**src/rtl/dvp_tx.sv**
```systemverilog
// DVP (camera parallel-port) transmitter: streams RGB565 pixels out as vsync/href/8-bit bytes
// with programmable horizontal and vertical blanking.
module dvp_tx #(
  parameter int unsigned H_ACT   = 1280,
  parameter int unsigned V_ACT   = 720,
  parameter int unsigned H_BLANK = 256,
  parameter int unsigned V_SYNC  = 4,
  parameter int unsigned V_BACK  = 16,
  parameter int unsigned V_FRONT = 4,
  parameter bit          VS_POL  = 1'b1
) (
  input  logic        clk,
  input  logic        rst_n,
  input  logic        enable,
  input  logic        pix_valid,
  input  logic [15:0] pix_data,
  input  logic        pix_sof,
  output logic        pix_ready,
  output logic        dvp_vsync,
  output logic        dvp_href,
  output logic [7:0]  dvp_db,
  output logic        frame_done,
  output logic        underflow,
  output logic        sync_err
);

  localparam int unsigned LineLen = 2 * H_ACT + H_BLANK;
  localparam int unsigned HW      = $clog2(LineLen + 1);
  localparam int unsigned VMaxA   = (V_SYNC > V_BACK) ? V_SYNC : V_BACK;
  localparam int unsigned VMaxB   = (V_ACT > V_FRONT) ? V_ACT : V_FRONT;
  localparam int unsigned VMax    = (VMaxA > VMaxB) ? VMaxA : VMaxB;
  localparam int unsigned VW      = $clog2(VMax + 1);

  localparam logic [HW-1:0] HLast   = HW'(LineLen - 1);
  localparam logic [HW-1:0] HActEnd = HW'(2 * H_ACT);
  localparam logic [VW-1:0] VSyncLast  = VW'(V_SYNC - 1);
  localparam logic [VW-1:0] VBackLast  = VW'(V_BACK - 1);
  localparam logic [VW-1:0] VActLast   = VW'(V_ACT - 1);
  localparam logic [VW-1:0] VFrontLast = VW'(V_FRONT - 1);

  typedef enum logic [2:0] {StIdle, StVsync, StVback, StActive, StVfront} state_e;

  // Zero-length vertical regions are skipped when entering a new frame.
  localparam state_e AfterSync = (V_BACK != 0) ? StVback : StActive;
  localparam state_e FirstSt   = (V_SYNC != 0) ? StVsync : AfterSync;

  state_e          state_q, state_d;
  logic [HW-1:0]   h_q, h_d;
  logic [VW-1:0]   v_q, v_d;
  logic [7:0]      lo_q, lo_d;
  logic [7:0]      db_q, db_d;
  logic            vsync_q, vsync_d;
  logic            href_q, href_d;
  logic            frame_done_q, frame_done_d;
  logic            underflow_q, underflow_d;
  logic            sync_err_q, sync_err_d;

  logic            line_end;
  logic            v_last;
  logic [VW-1:0]   v_last_val;
  logic            in_act;
  logic            first_slot;
  logic            xfer;

  always_comb begin
    v_last_val = '0;
    unique case (state_q)
      StVsync:  v_last_val = VSyncLast;
      StVback:  v_last_val = VBackLast;
      StActive: v_last_val = VActLast;
      StVfront: v_last_val = VFrontLast;
      default:  v_last_val = '0;
    endcase
  end

  always_comb begin
    line_end = (h_q == HLast);
    v_last   = (v_q == v_last_val);
    state_d  = state_q;
    h_d      = h_q;
    v_d      = v_q;
    if (state_q == StIdle) begin
      h_d = '0;
      v_d = '0;
      if (enable) begin
        state_d = FirstSt;
      end
    end else begin
      h_d = line_end ? '0 : h_q + 1'b1;
      if (line_end) begin
        if (v_last) begin
          v_d = '0;
          unique case (state_q)
            StVsync:  state_d = AfterSync;
            StVback:  state_d = StActive;
            StActive: state_d = (V_FRONT != 0) ? StVfront : (enable ? FirstSt : StIdle);
            StVfront: state_d = enable ? FirstSt : StIdle;
            default:  state_d = StIdle;
          endcase
        end else begin
          v_d = v_q + 1'b1;
        end
      end
    end
  end

  assign in_act     = (state_q == StActive) && (h_q < HActEnd);
  assign pix_ready  = in_act && !h_q[0];
  assign xfer       = pix_ready && pix_valid;
  assign first_slot = (state_q == StActive) && (v_q == '0) && (h_q == '0);

  always_comb begin
    vsync_d      = (state_q == StVsync) ? VS_POL : ~VS_POL;
    href_d       = in_act;
    db_d         = 8'h00;
    lo_d         = lo_q;
    if (pix_ready) begin
      // A missed slot still occupies its two byte cycles, as zeros.
      db_d = pix_valid ? pix_data[15:8] : 8'h00;
      lo_d = pix_valid ? pix_data[7:0] : 8'h00;
    end else if (in_act) begin
      db_d = lo_q;
    end
    frame_done_d = (state_q == StActive) && (v_q == VActLast) && (h_q == HActEnd);
    underflow_d  = underflow_q | (pix_ready & ~pix_valid);
    sync_err_d   = xfer && (first_slot ? !pix_sof : pix_sof);
  end

  always_ff @(posedge clk or negedge rst_n) begin
    if (!rst_n) begin
      state_q      <= StIdle;
      h_q          <= '0;
      v_q          <= '0;
      lo_q         <= 8'h00;
      db_q         <= 8'h00;
      vsync_q      <= ~VS_POL;
      href_q       <= 1'b0;
      frame_done_q <= 1'b0;
      underflow_q  <= 1'b0;
      sync_err_q   <= 1'b0;
    end else begin
      state_q      <= state_d;
      h_q          <= h_d;
      v_q          <= v_d;
      lo_q         <= lo_d;
      db_q         <= db_d;
      vsync_q      <= vsync_d;
      href_q       <= href_d;
      frame_done_q <= frame_done_d;
      underflow_q  <= underflow_d;
      sync_err_q   <= sync_err_d;
    end
  end

  assign dvp_vsync  = vsync_q;
  assign dvp_href   = href_q;
  assign dvp_db     = db_q;
  assign frame_done = frame_done_q;
  assign underflow  = underflow_q;
  assign sync_err   = sync_err_q;

endmodule

```
**config.mk**
```make
export PLATFORM = sky130hd
export DESIGN_NAME = dvp_tx
export DESIGN_NICKNAME = d
export VERILOG_FILES = /design/src/rtl/dvp_tx.sv
export SDC_FILE = /design/constraint.sdc
export NUM_CORES = 1
export LEC_CHECK = 0
export CAP_MARGIN = 5
export CORE_UTILIZATION = 25
export CTS_BUF_LIST = sky130_fd_sc_hd__clkbuf_4
export DETAILED_ROUTE_END_ITERATION = 10
export PLACE_DENSITY_LB_ADDON = 0.1
export REMOVE_ABC_BUFFERS = 1
export SLEW_MARGIN = 20
export SYNTH_ARGS = -nofsm -noshare
export SYNTH_HDL_FRONTEND = slang
export SYNTH_SLANG_ARGS = --single-unit
export TNS_END_PERCENT = 50
```
**constraint.sdc**
```tcl
create_clock -name clk -period 2.6 [get_ports clk]
set_clock_uncertainty 0.1 [all_clocks]
set_input_delay 0.78 -clock clk [delete_from_list [all_inputs] [get_ports clk]]
set_output_delay 0.78 -clock clk [all_outputs]
set_load 0.02 [all_outputs]
```
**Word level (Yosys, flattened, before mapping)**

Cells that the tools add are included.

- Multiplexer cells: 18
- $lt $le $gt $ge: 1
- Bitwise gates (word level): 3
- Add/subtract/negate cells: 2
- Reductions and logical operators: 17
- Eq/ne operators: 9

Operators by type and width:

| operator | count |
|---|---|
| $mux W8 | 4 |
| $mux W10 | 3 |
| $pmux W10 S3 | 1 |
| $eq A12 B12 Y1 const B | 2 |
| $mux W12 | 2 |
| $add A12 B1 Y12 const B | 1 |
| $logic_not A12 Y1 | 1 |
| $lt A12 B12 Y1 const B | 1 |
| $mux W3 | 4 |
| $pmux W3 S4 | 1 |
| $add A10 B1 Y10 const B | 1 |
| $eq A10 B10 Y1 | 1 |
| $eq A10 B10 Y1 const B | 1 |
| $logic_not A10 Y1 | 1 |
| $logic_and A1 B1 Y1 | 8 |
| $eq A3 B2 Y1 const B | 2 |
| $reduce_bool A2 Y1 | 2 |
| $eq A3 B1 Y1 const B | 1 |
| $eq A3 B3 Y1 const B | 1 |
| $logic_not A3 Y1 | 1 |
| $mux W1 | 3 |
| $reduce_and A3 Y1 | 1 |
| $logic_not A1 Y1 | 2 |
| $ne A2 B2 Y1 const B | 1 |
| 4 further kinds | 4 |

- Flip-flop bits (word level): 46
- Bits of input ports: 21
- Output and inout port bits: 14

**Depth between registers and ports, before layout**

- Depth in word-level cells: 7
- Depth in mapped cells: 7

**Least setup slack after synthesis**

OpenSTA, ideal clock, no wires.

- Kind: reg-to-output
- Start: register state_q[2]
- End: output port pix_ready
- Data arrival time: 1.245 ns
- Stages on the path, launching flop included: 6
- Slack: 0.475 ns
- Path through: dfrtp_1 > buf_6 > and3b_1 > clkbuf_1 > nand3_1 > inv_1

- Longest elaborated chain between the ends: 3

RTL lines:

| what | RTL line | source |
|---|---|---|
| from (decl) | 47 | `state_e state_q, state_d;` |
| from (signal assigned) | 131 | `state_q <= StIdle;` |
| from (signal assigned) | 142 | `state_q <= state_d;` |
| $eq A3 B2 Y1 | 107 | `assign in_act = (state_q == StActive) && (h_q < HActEnd);` |
| $logic_and A1 B1 Y1 | 107 |  |
| $logic_and A1 B1 Y1 | 108 | `assign pix_ready = in_act && !h_q[0];` |
| to (decl) | 18 | `output logic pix_ready,` |

Every way passes these cells.

**Worst setup path in the final report**

- Start: register h_q[10]
- End: output port pix_ready

- Longest elaborated chain between the ends: 3

RTL lines:

| what | RTL line | source |
|---|---|---|
| from (decl) | 48 | `logic [HW-1:0] h_q, h_d;` |
| from (signal assigned) | 132 | `h_q <= '0;` |
| from (signal assigned) | 143 | `h_q <= h_d;` |
| $lt A12 B12 Y1 | 107 |  |
| $logic_and A1 B1 Y1 | 107 |  |
| $logic_and A1 B1 Y1 | 108 |  |

Every way passes these cells.

==> impl_metrics.env <==
export IMPL_outcome="finished, violations left"
export IMPL_violations="DRC"
export IMPL_grt_usage=0.130
export IMPL_synthCells=238
export IMPL_ant_nets=0
export IMPL_cts_root_buf="clkbuf_4"
export IMPL_max_slew_margin=0.617
export IMPL_initialDrtViolationCount=109
export IMPL_ys_ff_latch=46
export IMPL_clkSinkCount=46
export IMPL_internal_power_mw=0.856
export IMPL_pwr_share_seq=0.631
export IMPL_worst_ir_drop_vdd_mv=0.129
export IMPL_h_tree_depth=2
export IMPL_grt_first_pass_wirelength_um=9720
export IMPL_worst_slew_pin_slew_ns=0.574
export IMPL_clkPwrFrac=0.317
export IMPL_worstSetupStartpointType="register"
export IMPL_routedWlPerCell_um=15.2
export IMPL_yosysUniqueCellTypes=46
export IMPL_cp_arrival_ns=1.58
export IMPL_crit_slowest_cell="dfrtp_1"
export IMPL_die_w_um=97.8
export IMPL_hpwl_um=4180
export IMPL_die_y_um=97.8
export IMPL_num_antenna_cells=0
export IMPL_multiInputGateArea_um2=1050
export IMPL_swShare=0.247
export IMPL_post_route_period_util=0.946
export IMPL_cts_buffer_depth=2
export IMPL_cp_max_fo=5
export IMPL_drive_gt1_frac=0.113
export IMPL_min_path_type="primary input to async pin"
export IMPL_io_buffer_count=34
export IMPL_start_util=0.261
export IMPL_critical_path_class="register to output port"
export IMPL_ioPinCount=35
export IMPL_synth_warning_count=0
export IMPL_gp_congestion=0.695
export IMPL_finalWirelength_um=5920
export IMPL_cts_setup_buffers=0
export IMPL_cts_tree="built"
export IMPL_path_cells="o21ai_0 -> nand3_1 -> inv_1 -> dlygate4sd2_1"
export IMPL_grt_pass1_vias=1843
export IMPL_critPathMaxStageDelay_ns=0.45
export IMPL_nFillCells=920
export IMPL_worstSetupEndpointType="output port"
export IMPL_vias_per_cell=4.80
export IMPL_synth_area_per_cell_um2=9.65
export IMPL_path_clk_slew_ns=0.15
export IMPL_antenna_found_initial=0
export IMPL_tns_ns=0
export IMPL_cts_buffers=5
export IMPL_power_switching_mw=0.281
export IMPL_synth_area_um2=2300
export IMPL_fmax_ghz=0.406
export IMPL_fin_crit_ns=2.46
export IMPL_final_util=0.326
export IMPL_finalSetupViolations=0
export IMPL_die_area_um2=9570
export IMPL_powerDensity_nw_per_um2=395
export IMPL_synth_yosys_seq_area_share=0.501
export IMPL_cp_data_required_time_ns=1.72
export IMPL_p_leak_nw=1.29
export IMPL_core_um2=8810
export IMPL_maxCapViolCount=0
export IMPL_overflow=0
export IMPL_first_pass_iters=7
export IMPL_p_comb_frac=0.052
export IMPL_maxSlewViolCount=0
export IMPL_regArea_um2=1150
export IMPL_fin_nets=306
export IMPL_vias=1873
export IMPL_syn2layout_area_growth_pct=25.2
export IMPL_finalHoldViolCount=0
export IMPL_row_count=34
export IMPL_worstSkewPairLatency_ns=0.36
export IMPL_drcViolationCount=10
export IMPL_rsz0062_at_grt="false"
export IMPL_grt_max_degree=26
-- cells in the final DEF (no fill, tap or decap), types with 4 or more instances in the layout --
master           Yosys  routed
a31oi_1              4       4
nand3_1             15      15
a22oi_1              7       7
nand4_1              4       4
dfrtp_1             46      46
buf_4                0      12
nor3_1               6       6
xor2_1               8       8
ha_1                 4       4
xnor2_1              5       5
or3_1                4       4
nor2_1              26      26
and3_1               5       5
clkdlybuf4s50_1      0      32
nand2_1             29      29
nor4_1               4       4
clkbuf_4             0       5
a21oi_1              6       6
inv_1                8       8
o21ai_0             15      15
-- synthesized netlist by cell type (all sizes together) --
master / n / area (um2)
a211oi: 2 / 27.5
a21oi: 6 / 30.0
a22o: 1 / 8.76
a22oi: 7 / 52.6
a31oi: 4 / 25.0
a32oi: 1 / 8.76
and2: 1 / 6.26
and3: 5 / 31.3
and3b: 1 / 8.76
and4: 2 / 20.0
buf: 5 / 37.5
clkbuf: 6 / 22.5
dfrtp: 46 / 1150
ha: 4 / 50.1
inv: 8 / 30.0
mux2i: 2 / 20.0
nand2: 29 / 109
nand2b: 1 / 6.26
nand3: 15 / 75.1
nand4: 5 / 37.5
nand4b: 1 / 8.76
nand4bb: 1 / 11.3
nor2: 26 / 97.6
nor2b: 2 / 12.5
nor3: 8 / 50.1
nor3b: 2 / 15.0
nor4: 4 / 25.0
nor4b: 2 / 17.5
o2111a: 1 / 12.5
o2111ai: 1 / 15.0
o21ai: 16 / 80.1
o21bai: 1 / 7.51
o2bb2ai: 1 / 8.76
o31ai: 2 / 20.0
or2: 1 / 6.26
or3: 5 / 36.3
xnor2: 5 / 43.8
xor2: 8 / 70.1
-- power by group through the flow --
stage	logic (mW)	clock network (mW)	registers, mW
finish	0.0594	0.360	0.717
global route	0.0657	0.410	0.717
CTS	0.0620	0.385	0.717
detailed placement	0.0612	0	0.730
global placement	0.0619	0	0.730
floorplan	0.00408	0	0.731
-- layout make-up --
class                      instances  share of cell area
inverter                           8              0.0104
multi-input combinational        173               0.367
tap                              108              0.0470
clock buffer                       5              0.0131
clock inverter                     3             0.00740
timing repair buffer              47               0.155
sequential                        46               0.401
-- worst paths after layout --
| kind | startpoint | endpoint | slack [ns] | cells past startpoint |
|---|---|---|---|---|
| setup / recovery | h_q[10] | pix_ready | 0.14 | 4 |
| hold / removal | rst_n | dvp_db[2] | 0.27 | 1 |
| setup reg to reg | h_q[0] | v_q[6] | 0.34 | 7 |
| hold reg to reg | underflow | underflow | 0.39 | 1 |
| max in group asynchronous | rst_n | h_q[1] | 1.60 | 2 |
| min in group clk | underflow | underflow | 0.39 | 1 |
-- logic make-up (layout without fill, tap and decap cells) --
| logic type | after synthesis | count (layout) | share of synthesized area |
|---|---|---|---|
| AND/OR/NAND/NOR | 111 | 111 | 0.250 |
| flip-flops | 46 | 46 | 0.501 |
| AO/OA/AOI/OAI | 43 | 43 | 0.129 |
| buffers and inverters | 19 | 63 | 0.0392 |
| XOR/XNOR | 13 | 13 | 0.0496 |
| adder cells (fa/ha/maj) | 4 | 4 | 0.0218 |
| multiplexers | 2 | 2 | 0.00872 |
-- worst max-delay path, delay by kind of cell (launching register included) --
kind / cells / cell delay, ns
simple gates: 1 / 0.13
buf+inv: 2 / 0.42
flops: 1 / 0.45
compound gates: 1 / 0.22
-- repair_timing --
item,CTS,global route
resized for setup,1,0
setup endpoints to repair,1,0
hold buffers,0,0
-- state kept, by name, summed over array words and instances, names as in the netlist --
register	count
underflow	1
sync_err	1
frame_done	1
v_q	10
lo_q	8
dvp_db	8
state_q	3
dvp_href	1
h_q	12
dvp_vsync	1
-- layer usage --
| layer | wire length, um | global-route usage | vias up | part of all wire |
|---|---|---|---|---|
| li1 | - | - | 926 | - |
| met1 | 2970 | 0.180 | 884 | 0.50 |
| met2 | 2610 | 0.204 | 50 | 0.44 |
| met3 | 257 | 0.0286 | 13 | 0.043 |
| met4 | 75 | 0.0350 | 0 | 0.013 |
| met5 | 0 | 0 | - | 0 |
-- metrics by stage --
step           worst slack [ns]  total power [mW]  cells  instance area, um2  hold WS, ns
2_1_floorplan            0.0665             0.735    227                2240        0.350
3_3_place_gp              0.281             0.792    382                2820        0.364
3_5_place_dp              0.277             0.791    382                2820        0.365
4_1_cts                   0.115              1.16    390                2870        0.281
5_1_grt                  0.0280              1.19    390                2870        0.272
6_report                  0.139              1.14    390                2870        0.272
Power figures use the tool's default switching activity.
